===== src/rtl/arb_pkg.sv =====
// Shared types and constants for the round-robin token arbiter.
package arb_pkg;

  typedef enum logic [1:0] {
    SCAN,
    READY,
    BUSY
  } arb_state_t;

  localparam logic [7:0] GRANT_CNT_MAX = 8'd255;

endpackage


===== src/rtl/rr_pick.sv =====
// Wrap-around first-set search starting at ptr; purely combinational, zero latency.
module rr_pick #(
  parameter int N    = 7,
  parameter int ID_W = 3
) (
  input  logic [N-1:0]    eligible,
  input  logic [ID_W-1:0] ptr,
  output logic            found,
  output logic [ID_W-1:0] idx
);

  logic [ID_W:0] cand;

  // Walk offsets from farthest to nearest so the client closest to ptr wins last.
  always_comb begin
    found = 1'b0;
    idx   = '0;
    cand  = '0;
    for (int k = N - 1; k >= 0; k--) begin
      cand = {1'b0, ptr} + (ID_W + 1)'(k);
      if (cand >= (ID_W + 1)'(N)) begin
        cand = cand - (ID_W + 1)'(N);
      end
      if (eligible[cand[ID_W-1:0]]) begin
        found = 1'b1;
        idx   = cand[ID_W-1:0];
      end
    end
  end

endmodule


===== src/rtl/rr_token_arbiter.sv =====
// Round-robin req/ack arbiter: READY one edge after a sampled request, ack the edge after; one owner at a time,
// losers simply keep req high. HOLD_TIMEOUT_EN adds a forced revoke after MAX_HOLD busy cycles.
module rr_token_arbiter #(
  parameter int N        = 7,
  parameter int ID_W     = 3,
  parameter int MAX_HOLD = 15
) (
  input  logic            clk,
  input  logic            rst,
  input  logic [N-1:0]    req,
  output logic [N-1:0]    ack,
  output logic [ID_W-1:0] sel,
  output logic            active,
  output logic [7:0]      grant_cnt,
  output logic [N-1:0]    revoked
);
  import arb_pkg::*;

  if (N < 2 || N > 16 || (2 ** ID_W) < N || MAX_HOLD < 1) begin : g_bad_params
    $error("rr_token_arbiter: illegal parameter combination");
  end

  localparam logic [ID_W-1:0] LAST = ID_W'(N - 1);

  arb_state_t      state_q, state_d;
  logic [ID_W-1:0] ptr_q, ptr_d;
  logic [ID_W-1:0] owner_q, owner_d;
  logic [N-1:0]    ack_q, ack_d;
  logic [7:0]      gcnt_q, gcnt_d;
  logic [N-1:0]    eligible;
  logic [ID_W-1:0] ptr_after;
  logic            pick_found;
  logic [ID_W-1:0] pick_idx;

`ifdef HOLD_TIMEOUT_EN
  localparam int HOLD_W = $clog2(MAX_HOLD + 1);
  logic [HOLD_W-1:0] hold_q, hold_d, hold_inc;
  logic [N-1:0]      revoked_q, revoked_d;

  assign hold_inc = hold_q + HOLD_W'(1);
  assign eligible = req & ~revoked_q;
  assign revoked  = revoked_q;
`else
  assign eligible = req;
  assign revoked  = '0;
`endif

  assign ptr_after = (owner_q == LAST) ? '0 : owner_q + ID_W'(1);

  rr_pick #(
    .N    (N),
    .ID_W (ID_W)
  ) u_pick (
    .eligible (eligible),
    .ptr      (ptr_q),
    .found    (pick_found),
    .idx      (pick_idx)
  );

  always_comb begin
    state_d = state_q;
    ptr_d   = ptr_q;
    owner_d = owner_q;
    ack_d   = ack_q;
    gcnt_d  = gcnt_q;
`ifdef HOLD_TIMEOUT_EN
    hold_d    = hold_q;
    // A flag only survives while its client keeps requesting.
    revoked_d = revoked_q & req;
`endif
    case (state_q)
      SCAN: begin
        if (pick_found) begin
          owner_d = pick_idx;
          state_d = READY;
        end
      end
      READY: begin
        ack_d          = '0;
        ack_d[owner_q] = 1'b1;
`ifdef HOLD_TIMEOUT_EN
        hold_d = '0;
`endif
        state_d = BUSY;
      end
      BUSY: begin
        if (!req[owner_q]) begin
          ack_d   = '0;
          ptr_d   = ptr_after;
          state_d = SCAN;
          if (gcnt_q != GRANT_CNT_MAX) begin
            gcnt_d = gcnt_q + 8'd1;
          end
        end
`ifdef HOLD_TIMEOUT_EN
        else if (hold_inc == HOLD_W'(MAX_HOLD)) begin
          ack_d              = '0;
          revoked_d[owner_q] = 1'b1;
          ptr_d              = ptr_after;
          state_d            = SCAN;
        end else begin
          hold_d = hold_inc;
        end
`endif
      end
      default: state_d = SCAN;
    endcase
  end

  always_ff @(posedge clk or posedge rst) begin
    if (rst) begin
      state_q <= SCAN;
      ptr_q   <= '0;
      owner_q <= '0;
      ack_q   <= '0;
      gcnt_q  <= '0;
`ifdef HOLD_TIMEOUT_EN
      hold_q    <= '0;
      revoked_q <= '0;
`endif
    end else begin
      state_q <= state_d;
      ptr_q   <= ptr_d;
      owner_q <= owner_d;
      ack_q   <= ack_d;
      gcnt_q  <= gcnt_d;
`ifdef HOLD_TIMEOUT_EN
      hold_q    <= hold_d;
      revoked_q <= revoked_d;
`endif
    end
  end

  assign ack       = ack_q;
  assign active    = (state_q != SCAN);
  assign sel       = active ? owner_q : '0;
  assign grant_cnt = gcnt_q;

endmodule

===== config.mk =====
export PLATFORM = sky130hd
export DESIGN_NAME = rr_token_arbiter
export DESIGN_NICKNAME = d
export VERILOG_FILES = /design/src/rtl/arb_pkg.sv /design/src/rtl/rr_pick.sv /design/src/rtl/rr_token_arbiter.sv
export SDC_FILE = /design/constraint.sdc
export NUM_CORES = 1
export LEC_CHECK = 0
export ABC_AREA = 1
export CAP_MARGIN = 20
export CORE_AREA = 2 2 82 84
export CTS_BUF_LIST = sky130_fd_sc_hd__clkbuf_8 sky130_fd_sc_hd__clkbuf_16
export DETAILED_ROUTE_END_ITERATION = 8
export DIE_AREA = 0 0 84 86
export SETUP_SLACK_MARGIN = 0.2
export SYNTH_ARGS = -nofsm -noshare
export SYNTH_HDL_FRONTEND = slang
export SYNTH_SLANG_ARGS = --single-unit

===== constraint.sdc =====
create_clock -name clk -period 2.78 [get_ports clk]
set_input_delay 0.417 -clock clk [delete_from_list [all_inputs] [get_ports clk]]
set_output_delay 0.417 -clock clk [all_outputs]
set_load 0.02 [all_outputs]

# Yosys cells after proc, flatten, opt, wreduce, memory -nomap -nowiden
# Index checks and enable logic that the tools add are counted.
dict set report totals {
  elab_cells 98
  output_inout_bits 26
  reg_bits 23
  inputBits 9
}
dict set report op_classes {
  n_reduce_logical 9
  n_lt_le_gt_ge 16
  addsub 15
  eq_ne 6
  n_mux 46
  bitwise 1
}
# op count
set ops {}
lappend ops {{2-to-1 mux 3 bit} 16}
lappend ops {{< comparator 3 x 4 -> 1 bit, second input constant} 8}
lappend ops {{binary-select mux 1 bit (select 3 bit)} 8}
lappend ops {{>= comparator 4 x 3 -> 1 bit, second input constant} 6}
lappend ops {{subtractor 3 bit, second input constant} 7}
lappend ops {{2-to-1 mux 1 bit} 16}
lappend ops {{one-hot mux 7 bit (2 select lines)} 1}
lappend ops {{adder 3 x 3 -> 4 bit, second input constant} 3}
lappend ops {{adder 3 x 2 -> 4 bit, second input constant} 2}
lappend ops {{adder 8 x 1 -> 8 bit, second input constant} 1}
lappend ops {{inequality test 8 bit, second input constant} 1}
lappend ops {{AND reduction 2 bit} 4}
lappend ops {{2-to-1 mux 7 bit} 1}
lappend ops {{one-hot mux 2 bit (3 select lines)} 1}
lappend ops {{adder 3 x 1 -> 4 bit, second input constant} 1}
lappend ops {{2-to-1 mux 2 bit} 2}
lappend ops {{inequality test 2 bit, second input constant} 2}
lappend ops {{nonzero test 2 bit} 2}
lappend ops {{adder 3 x 1 -> 3 bit, second input constant} 1}
lappend ops {{demux 1 bit (select 3 bit)} 1}
lappend ops {{== test 3 bit, second input constant} 1}
lappend ops {{>= comparator 3 x 1 -> 1 bit, second input constant} 1}
lappend ops {{>= comparator 3 bit, second input constant} 1}
lappend ops {{AND reduction 3 bit} 1}
lappend ops {{5 further kinds} 5}

# Longest topological paths before layout
dict set report depth {
  ltp_word 14
  ltp_mapped 21
  mapped_depth_nobuf 20
}

# Modules after synthesis
# Synthesis repeated with hierarchy kept, for this count alone.
dict set report hier_totals {
  cells_unflattened 416
  hier_area_um2 2585.0
}
# module area_each_um2 cells_per_inst instances seq_area_each_um2
set modules_own_cells {}
lappend modules_own_cells {rr_token_arbiter 1381.3 176 1 575.6}
lappend modules_own_cells {rr_pick 1203.7 240 1 0.0}

# Least setup slack after synthesis
# Ideal clock, no wire load.
dict set report synth_timing {
  path_type {register to register}
  from {reg ptr_q[1]}
  to {reg owner_q[0]}
  path_slack_ns 0.292
  t_arrival_ns 2.368
  synth_period_minus_slack_ns 2.488
  setup_ns 0.120
  n_path_buf 0
  stages_incl_launch_ff 19
  required_ns 2.660
  path_cell_list {dfrtp_1 inv_2 ha_1 inv_1 fa_1 o21ai_1 inv_1 o211ai_1 nand2_1 nand2_2 nand2_2 inv_2 nand2_1 nor2_2 nand3_2 nand2_2 inv_2 nor2_2 a21oi_2}
}
dict set report synth_via {
  elab_chain_len 13
  word_cells_on_any_way 56
  classes_between {add/sub (13); order compare (7); mux (35); reduce/logical (1)}
}
# item line
set synth_rtl {}
lappend synth_rtl {{from (decl)} rr_token_arbiter.sv:26} ;# logic [ID_W-1:0] ptr_q, ptr_d;
lappend synth_rtl {{from (signal assigned)} rr_token_arbiter.sv:123} ;# ptr_q <= ptr_d;
lappend synth_rtl {{adder 3 x 3 -> 4 bit} rr_pick.sv:20} ;# cand = {1'b0, ptr} + (ID_W + 1)'(k);
lappend synth_rtl {{>= comparator 4 x 3 -> 1 bit or subtractor 3 bit (tied branches)} {rr_pick.sv:21, rr_pick.sv:22}}
lappend synth_rtl {{2-to-1 mux 3 bit} rr_pick.sv:21} ;# if (cand >= (ID_W + 1)'(N)) begin
lappend synth_rtl {{binary-select mux 1 bit (select 3 bit)} rr_pick.sv:24} ;# if (eligible[cand[ID_W-1:0]]) begin
lappend synth_rtl {{2-to-1 mux 1 bit (not written as such)} rr_pick.sv:24}
lappend synth_rtl {{2-to-1 mux 1 bit (7 in a row)} rr_pick.sv:24}
lappend synth_rtl {{AND reduction 2 bit (no line)} -}
lappend synth_rtl {{to (signal assigned)} rr_token_arbiter.sv:124} ;# owner_q <= owner_d;
lappend synth_rtl {{to (decl)} rr_token_arbiter.sv:27} ;# logic [ID_W-1:0] owner_q, owner_d;
# Parallel ways exist; a longest one is shown, timed or not. The select of a mux whose other input is x is not followed.
# A chain may end at the register's enable or synchronous reset.

# Final worst setup path
# Same ends and word-level chain as after synthesis.

==> reports/metrics.csv <==
metric,value,unit
status,"finished, final reports clean",
hpwl dp,5210,um
largest net degree at the start of global routing,24,
Max Fanout on Critical Path,7,
Mapped Area,0.00246,mm2
core footprint,0.00628,mm2
min Tclk post-route,2.52,ns
CP Launch Type,register,
mux cell area share after synthesis,0.00458,
first-iteration detailed-routing DRC count,199,
Post-synth EDFFs,0,
Cell variety after synth,34,
die width,84,um
area grow syn2layout,21.0,%
Setup-failing EPs final,0,
# clock sinks,23,
met2 Use GR,0.312,
final net count,441,
TritonCTS Buffers,3,
CTS tree,built,
CTS root buf,clkbuf_8,
syn avg cell area,6.49,um2
setup TNS,0,ns
Total GRT Usage,0.187,
Max Clk Rate,397,MHz
cell accounting for the most synthesized area,dfrtp_1,
ANT nets after route,0,
CTS max path bufs,2,
drt wl/cell,13.6,um
Critical Path AT,2.68,ns
io pins,35,
PortBufs,27,
Finished Layout Cells,496,
number of global-route vias before repair,2316,
Post-route DRC,0,
top post-synthesis cells by area,"dfrtp_1 (23%), nand2_1 (17%), nand3_1 (9.6%)",
clk_skew,0.00271,ns
initial antenna violation count,0,
DP Cell Count,487,
worst setup path class,register to register,
met3 Usage GRT,0.0164,
count of pins over their slew limit,0,
clk slew on worst S/H paths,0.08,ns
met1 Use GR,0.254,
CTS H-tree lvls,1,
share of cells above drive strength 1,0.210,
total of warnings raised by yosys,0,
Post-Synth Adder-Cell Area,0.0641,
# rows,29,
post-detailed-routing wire length,6730,um
Top Usage Layer GRT,met2,
Worst EP required,2.94,ns
Post-synth top cells,"nand2_1 (114), nand3_1 (47), inv_1 (40), dfrtp_1 (23), nor2_1 (23)",
register area share after synthesis,0.234,
Avg Vias per Cell,5.13,
total gr overflow,0,
worst-margin pin slew,0.869,ns
Yosys top cell area share,0.234,
worst hold path class,register to register,
Slew headroom,0.420,
"count leader, synth",nand2_1,
CP Capture Type,register,
n_diodes,0,
Die Area,0.00722,mm2
number of register bits inferred by synthesis,23,
Synth Instances,379,
Post-Synth Simple-Gate Area,0.425,
die height,86,um
# hold bufs at CTS,0,
RD Place Congestion,0.889,
async set-reset flop share out of synthesis,1.00,
final hold vios,0,
maxcap violations,0,
Synth Area in XOR/XNOR,0.0249,
largest family of logic cells by synthesized area,simple AND/OR/NAND/NOR gates,
total number of vias,2545,
Initial Util,0.392,
Synth Flop Type,dfrtp_1,
first-pass GRT wire length,11000,um
drt pass-1 iters,5,
clk_lat worst skew,0.26,ns
RSZ-0062 raised after global routing,true,
Final Cycle Share,0.906,
post-synthesis compound-gate area fraction,0.136,
-- worst paths after layout --
path / startpoint / endpoint / slack [ns] / cells after the start
worst max-delay path: ptr_q[1]$_DFFE_PP0P_ / owner_q[0]$_DFFE_PP0P_ / 0.26 / 16
worst min-delay path: grant_cnt[7]$_DFFE_PP0P_ / grant_cnt[7]$_DFFE_PP0P_ / 0.50 / 1
worst max register to register: ptr_q[1]$_DFFE_PP0P_ / owner_q[0]$_DFFE_PP0P_ / 0.26 / 16
worst min register to register: grant_cnt[7]$_DFFE_PP0P_ / grant_cnt[7]$_DFFE_PP0P_ / 0.50 / 1
max in group asynchronous: rst / ptr_q[0]$_DFFE_PP0P_ / 1.55 / 2
min in group asynchronous: rst / grant_cnt[1]$_DFFE_PP0P_ / 0.64 / 2
-- timing repair --
| item | in CTS | in global routing |
|---|---|---|
| pin swaps | 1 | 8 |
| cloned | 0 | 0 |
| setup buffers | 2 | 3 |
| gates resized for setup | 4 | 20 |
| endpoints found under the setup margin | 4 | 4 |
-- through the flow --
stage / utilization / setup WS [ns] / instance area, um2 / hold WS (ns)
finish: 0.474 / 0.261 / 2980 / 0.502
global route: 0.474 / 0.0591 / 2980 / 0.541
CTS: 0.462 / 0.215 / 2900 / 0.514
detailed placement: 0.450 / 0.0396 / 2830 / 0.488
global placement: 0.450 / 0.146 / 2830 / 0.495
floorplan: - / 0.292 / 2480 / 0.419
-- logic make-up (layout without fill, tap and decap cells) --
group           Yosys count  count (layout)
buf+inv                  61              95
fa+ha+maj                12              12
mux                       1               1
compound gates           51              51
xor+xnor                  7               7
flops                    23              23
other cells               1               7
simple gates            223             223
-- metal layers --
| layer | wire [um] | share of wire |
|---|---|---|
| met1 | 3170 | 0.47 |
| met2 | 3160 | 0.47 |
| met3 | 225 | 0.033 |
| met4 | 179 | 0.027 |
| met5 | 0 | 0 |
-- cells in the final DEF (no fill, tap or decap), types with 3 or more instances in the layout --
cell,Yosys,layout
nor2_2,4,6
nand3_1,47,47
o211ai_2,3,3
nor2_1,23,20
o21ai_2,3,4
nand2_2,20,22
o21ai_1,7,6
a21oi_1,6,6
nand3_2,6,6
buf_4,7,9
inv_2,11,11
clkbuf_8,0,3
buf_6,2,3
ha_1,11,9
xor2_1,4,4
xnor2_1,3,3
clkdlybuf4s50_1,0,27
conb_1,1,7
dfrtp_1,23,21
o21ai_0,18,17
nand2_4,5,6
nand2_1,114,111
inv_1,40,39
o211ai_1,7,7
-- final cells by class --
class                           count  area, um2
Clock buffer                        3       41.3
Clock inverter                      1       3.75
Multi-Input combinational cell    301       1680
Tap cell                           77       96.3
Inverter                           52        201
Fill cell                         646       3300
Sequential cell                    23        578
Timing Repair Buffer               39        372
-- critical path: stages (launching register included) --
cell and delay, ns:
dfrtp_2 0.45, inv_4 0.08, buf_4 0.12, ha_1 0.34
nand2_2 0.11, o21ai_1 0.31, o21ai_1 0.14, nand3_1 0.10
nand2_1 0.13, inv_2 0.07, nand2_1 0.05, nor2_2 0.11
nand3_2 0.09, nand2_4 0.12, inv_4 0.05, nor2_4 0.10
a21oi_2 0.04
-- state kept, by name, summed over array words and instances (netlist names) --
name       count
state_q        2
owner_q        3
ack            7
grant_cnt      8
ptr_q          3
Power is not shown: default switching activity piles up to over one toggle a cycle in this logic, so the estimate is an artifact.
==> variant 1, RTL diff (same flow settings) <==
The option `HOLD_TIMEOUT_EN` is turned on by a define.
--- a/src/rtl/rr_token_arbiter.sv
+++ b/src/rtl/rr_token_arbiter.sv
@@ -2,2 +2,4 @@
 // losers simply keep req high. HOLD_TIMEOUT_EN adds a forced revoke after MAX_HOLD busy cycles.
+`define HOLD_TIMEOUT_EN
+
 module rr_token_arbiter #(
Check against the original RTL: no difference found for any inputs over 10 cycles, from zero or initial values and one cycle with rst high; that may be too few to reach the edited logic, so the function may still have changed.
==> variant 1 against the original RTL <==
  * Clock skew grew 11 ps
  * Area after synthesis is 23% higher
  * Sequential share of layout area increased by 3.0 points
  * Hold slack lost 3.1 ps
  * Sequential cell count up 11
  * Worst setup slack improved by 15 ps
  * Critical path depth increased by 2
  * Wire length up 34%
  * Design area is 28% higher
  * Highest routed layer unchanged
Power is not shown: default switching activity piles up to over one toggle a cycle in this logic, so the estimate is an artifact.
==> variant 1: results (changes against the original RTL) <==
| Metric | Value |
|---|---|
| Initial DRC count | `166 (-17%)` |
| Htree depth | `2 (+1)` |
| Place WS | `146 ps (+106 ps)` |
| Cts bufs inserted | `5 (+2)` |
| Routed via count | `3,150 (+24%)` |
| Post-CTS setup buffers | `0 (-2)` |
| Placed insts | `575 (+18%)` |
| GP Congestion | `1.04 (+17%)` |
| DRT Wirelength | `9.01 mm (+34%)` |
| Final HPWL DP | `7.08 mm (+36%)` |
| Post-synthesis cell type count | `35 (+2.9%)` |
| Relative slew margins | `59.1% (+17 points)` |
| Seq/Total Area, Yosys | `28.1% (+4.7 points)` |
| Outcome | `finished, final reports clean` |
| DR WL/cell | `15.3 µm (+13%)` |
| Critical Path Fanout Max | `8 (+1)` |
| Fin Clk Skew | `13.4 ps (+10.7 ps)` |
| Clk Latency, worst-skew pair | `290 ps (+30 ps)` |
| Mapped Avg Cell Area | `6.73 µm² (+3.6%)` |
| Post-CTS Resized | `3 (-1)` |
| CP Data Arrival Time | `2690 ps (about the same)` |
| Post-synth top cells | `nand2_1, inv_1, nand3_1` |
| Fin area | `3810 µm² (+28%)` |
| Nets | `537 (+22%)` |
| Port Buffers | `34 (+26%)` |
| First drt pass iteration count | `4 (-1)` |
| Largest net degree at the start of global routing | `35 (+46%)` |
| Ratio of cells with drive above 1 in the final layout | `19.8% (-1.2 points)` |
variant 1: worst max-delay path, cell delays in order, from the launching register on:
cell,delay [ps]
dfrtp_2,460
ha_4,190
fa_2,450
inv_2,90
nand2_4,60
nand2_4,120
nand2_2,50
o211ai_1,100
nand2_1,90
nand2_2,100
nand2_4,70
nor2_4,80
nand2_2,80
nor2_4,120
nand3b_4,100
nand2_4,90
nor2_1,50
nand2_1,60
nand2_1,40
variant 1: path summary, 6_finish.rpt:
check / startpoint / cells past startpoint / end / slack (ps)
max: ptr_q[0] / 18 / owner_q[0] / 280
min: ack[2] / 2 / ack[2] / 500
max reg2reg: ptr_q[0] / 18 / owner_q[0] / 280
min reg2reg: ack[2] / 2 / ack[2] / 500
max in group asynchronous: rst / 3 / ptr_q[0] / 1910
min in group asynchronous: rst / 3 / grant_cnt[7] / 540
variant 1: cell families after synthesis:
family,count (synthesis),share of synthesized area [%]
fa+ha+maj,18,7.94
mux,1,0.372
xor+xnor,9,2.60
buf+inv,69,9.14
compound gates,70,13.9
simple gates,249,37.9
flops,34,28.1
variant 1: layout make-up:
| cell class | count | area share, % |
|---|---|---|
| multi-input cells | 347 | 52.7 |
| flip-flops and latches | 34 | 22.4 |
| repair buffers | 57 | 13.5 |
| inverters | 65 | 6.47 |
| well taps | 77 | 2.53 |
| clock buffers | 6 | 2.17 |
| clock inverters | 2 | 0.230 |
variant 1: routing by layer:
| metal | global-route usage, % | part of all wire (%) | up-vias |
|---|---|---|---|
| li1 | - | - | 1578 |
| met1 | 31.1 | 45 | 1471 |
| met2 | 45.6 | 48 | 76 |
| met3 | 5.00 | 4.2 | 25 |
| met4 | 10.4 | 3.0 | 0 |
| met5 | 0 | 0 | - |
==> variant 2, RTL diff (config.mk and constraints unchanged) <==
Made on the original files. Encoding of `arb_state_t`: now one-hot (3 bits for 3 states).
--- a/src/rtl/arb_pkg.sv
+++ b/src/rtl/arb_pkg.sv
@@ -3,6 +3,6 @@
 
-  typedef enum logic [1:0] {
-    SCAN,
-    READY,
-    BUSY
+  typedef enum logic [2:0] {
+    SCAN  = 3'b001,
+    READY = 3'b010,
+    BUSY  = 3'b100
   } arb_state_t;
Formal check against the unedited RTL: no difference found for any inputs over 10 cycles, from zero or initial values and one cycle with rst high; not proved beyond that.
==> variant 2 against the original RTL <==
  * Worst setup slack better by 10 ps
  * Synthesized cell count is 4.5% higher
  * Design area is 5.5% higher
  * Wire length is 0.22% lower
  * Area after synthesis is 4.3% higher
  * Sequential cell count is 1 higher
Power is left out: the tool's default activity adds up to more than one toggle a clock period on the data nets, which glitch-free logic cannot reach.
==> variant 2: results (changes against the original RTL) <==
| Metric | Value |
|---|---|
| Delay-heaviest family, CP | `simple AND/OR/NAND/NOR gates` |
| Outcome | `finished, final reports clean` |
| Number of global-route vias before repair | `2,379 (+2.7%)` |
| Clk Latency, worst-skew pair | `270 ps` |
| Mapped Avg Cell Area | `6.48 µm² (-0.20%)` |
| Fin Clk Skew | `5.43 ps (+2.72 ps)` |
| Highest-delay cell along the critical path | `dfrtp_2` |
| Initial DRC count | `193 (-3.0%)` |
| Post-synthesis cell type count | `40 (+18%)` |
| Worst R2R End | `owner_q[1]` |
| Worst R2R Setup Slack | `270 ps` |
| Routed via count | `2,579 (+1.3%)` |
| CP Data Arrival Time | `2670 ps (about the same)` |
| Total Routing Usage GR | `19.1% (+0.36 points)` |
| Placed insts | `498 (+2.3%)` |
| Max reg flops | `8 (unchanged)` |
| Non-filler cells, final | `507 (+2.2%)` |
| DR WL/cell | `13.3 µm (-2.4%)` |
| Ratio of cells with drive above 1 in the final layout | `18.6% (-2.4 points)` |
| Seq/Total Area, Yosys | `23.5% (+0.066 points)` |
| Cts bufs inserted | `3 (unchanged)` |
| Largest net degree at the start of global routing | `25 (+4.2%)` |
| Final HPWL DP | `5.29 mm (+1.5%)` |
| Post-synth top cells | `nand2_1, inv_1, nand3_1` |
| Cells on worst reg2reg path | `14 (-2)` |
| First-pass GRT wire length | `11.4 mm (+3.5%)` |
| Clock Tree Buf Depth | `2 (unchanged)` |
| Hold Crit Class | `primary input to async pin` |
| Max incr delay on CP | `460 ps` |
| Root buf cell | `clkbuf_8` |
| Reg2reg start | `ptr_q[0]` |
| Endpoints failing hold | `0 (unchanged)` |
| Layout fillers | `644 (-0.31%)` |
| Diode count | `0 (unchanged)` |
| GP Congestion | `0.836 (-5.9%)` |
| Htree depth | `1 (unchanged)` |
| Initial antenna violation count | `0 (unchanged)` |
| Port Buffers | `27 (unchanged)` |
| Worst-path clk slew | `90 ps` |
| Nets | `453 (+2.7%)` |
| First drt pass iteration count | `6 (+1)` |
| Top post-synthesis cells by area | `dfrtp_1, nand2_1, nand3_1` |
| Ys flop type | `dfrtp_1` |
| Async SR Flop Fraction | `100% (unchanged)` |
| Ys Warns | `0 (unchanged)` |
| Critical Path Fanout Max | `6 (-1)` |
## variant 2: layout make-up
type	count	area [µm²]	area share, %
Clock buffer	3	41.3	1.32
Clock inverter	1	30.0	0.957
Inverter	54	208	6.62
Multi-Input combinational cell	308	1790	57.0
Sequential cell	24	604	19.3
Tap cell	77	96.3	3.07
Timing Repair Buffer	40	372	11.8
## variant 2: tightest hold or removal path, stage by stage
cell,delay (ps)
clkdlybuf4s50_1,400
inv_1,50
buf_4,290
## variant 2: worst max-delay path by stage
stage          cells after the start          to  startpoint  slack, ps
5_1_grt                           18  owner_q[1]    ptr_q[0]        130
2_1_floorplan                     19  owner_q[2]    ptr_q[1]        230
3_3_place_gp                      16  owner_q[1]    ptr_q[0]         90
3_5_place_dp                      18  owner_q[1]    ptr_q[0]         70
6_report                          14  owner_q[1]    ptr_q[0]        270
4_1_cts                           18  owner_q[1]    ptr_q[0]        200
## variant 2: repair_timing
action                                  in CTS  in global routing
endpoints found under the setup margin       5                  5
pin swaps                                    0                 14
setup buffers                                0                  5
gates resized for setup                      5                 34
## variant 2: kinds of logic after synthesis
group | count (synthesis) | share of synthesized area, %
other | 1 | 0.146
multiplexers | 1 | 0.439
flip-flops | 24 | 23.5
XOR/XNOR | 8 | 3.02
AND/OR/NAND/NOR | 222 | 39.3
AO/OA/AOI/OAI | 57 | 14.1
buffers and inverters | 70 | 12.6
adder cells (fa/ha/maj) | 13 | 6.93
## variant 2: metrics by stage
step / instance area, µm² / utilization, % / hold slack [ps] / setup WS, ps
CTS: 2980 / 47.4 / 486 / 204
floorplan: 2590 / - / 431 / 226
detailed placement: 2890 / 46.1 / 493 / 71.1
finish: 3140 / 50.0 / 481 / 271
global placement: 2890 / 46.1 / 494 / 87.3
global route: 3140 / 50.0 / 524 / 128
## variant 2: layer usage
| layer | GRT usage (%) | routed length (µm) | vias to the layer above |
|---|---|---|---|
| met4 | 3.81 | 54 | 0 |
| met5 | 0 | 0 | - |
| met1 | 27.5 | 3240 | 1171 |
| met3 | 2.69 | 372 | 5 |
| li1 | - | - | 1335 |
| met2 | 30.7 | 3050 | 68 |
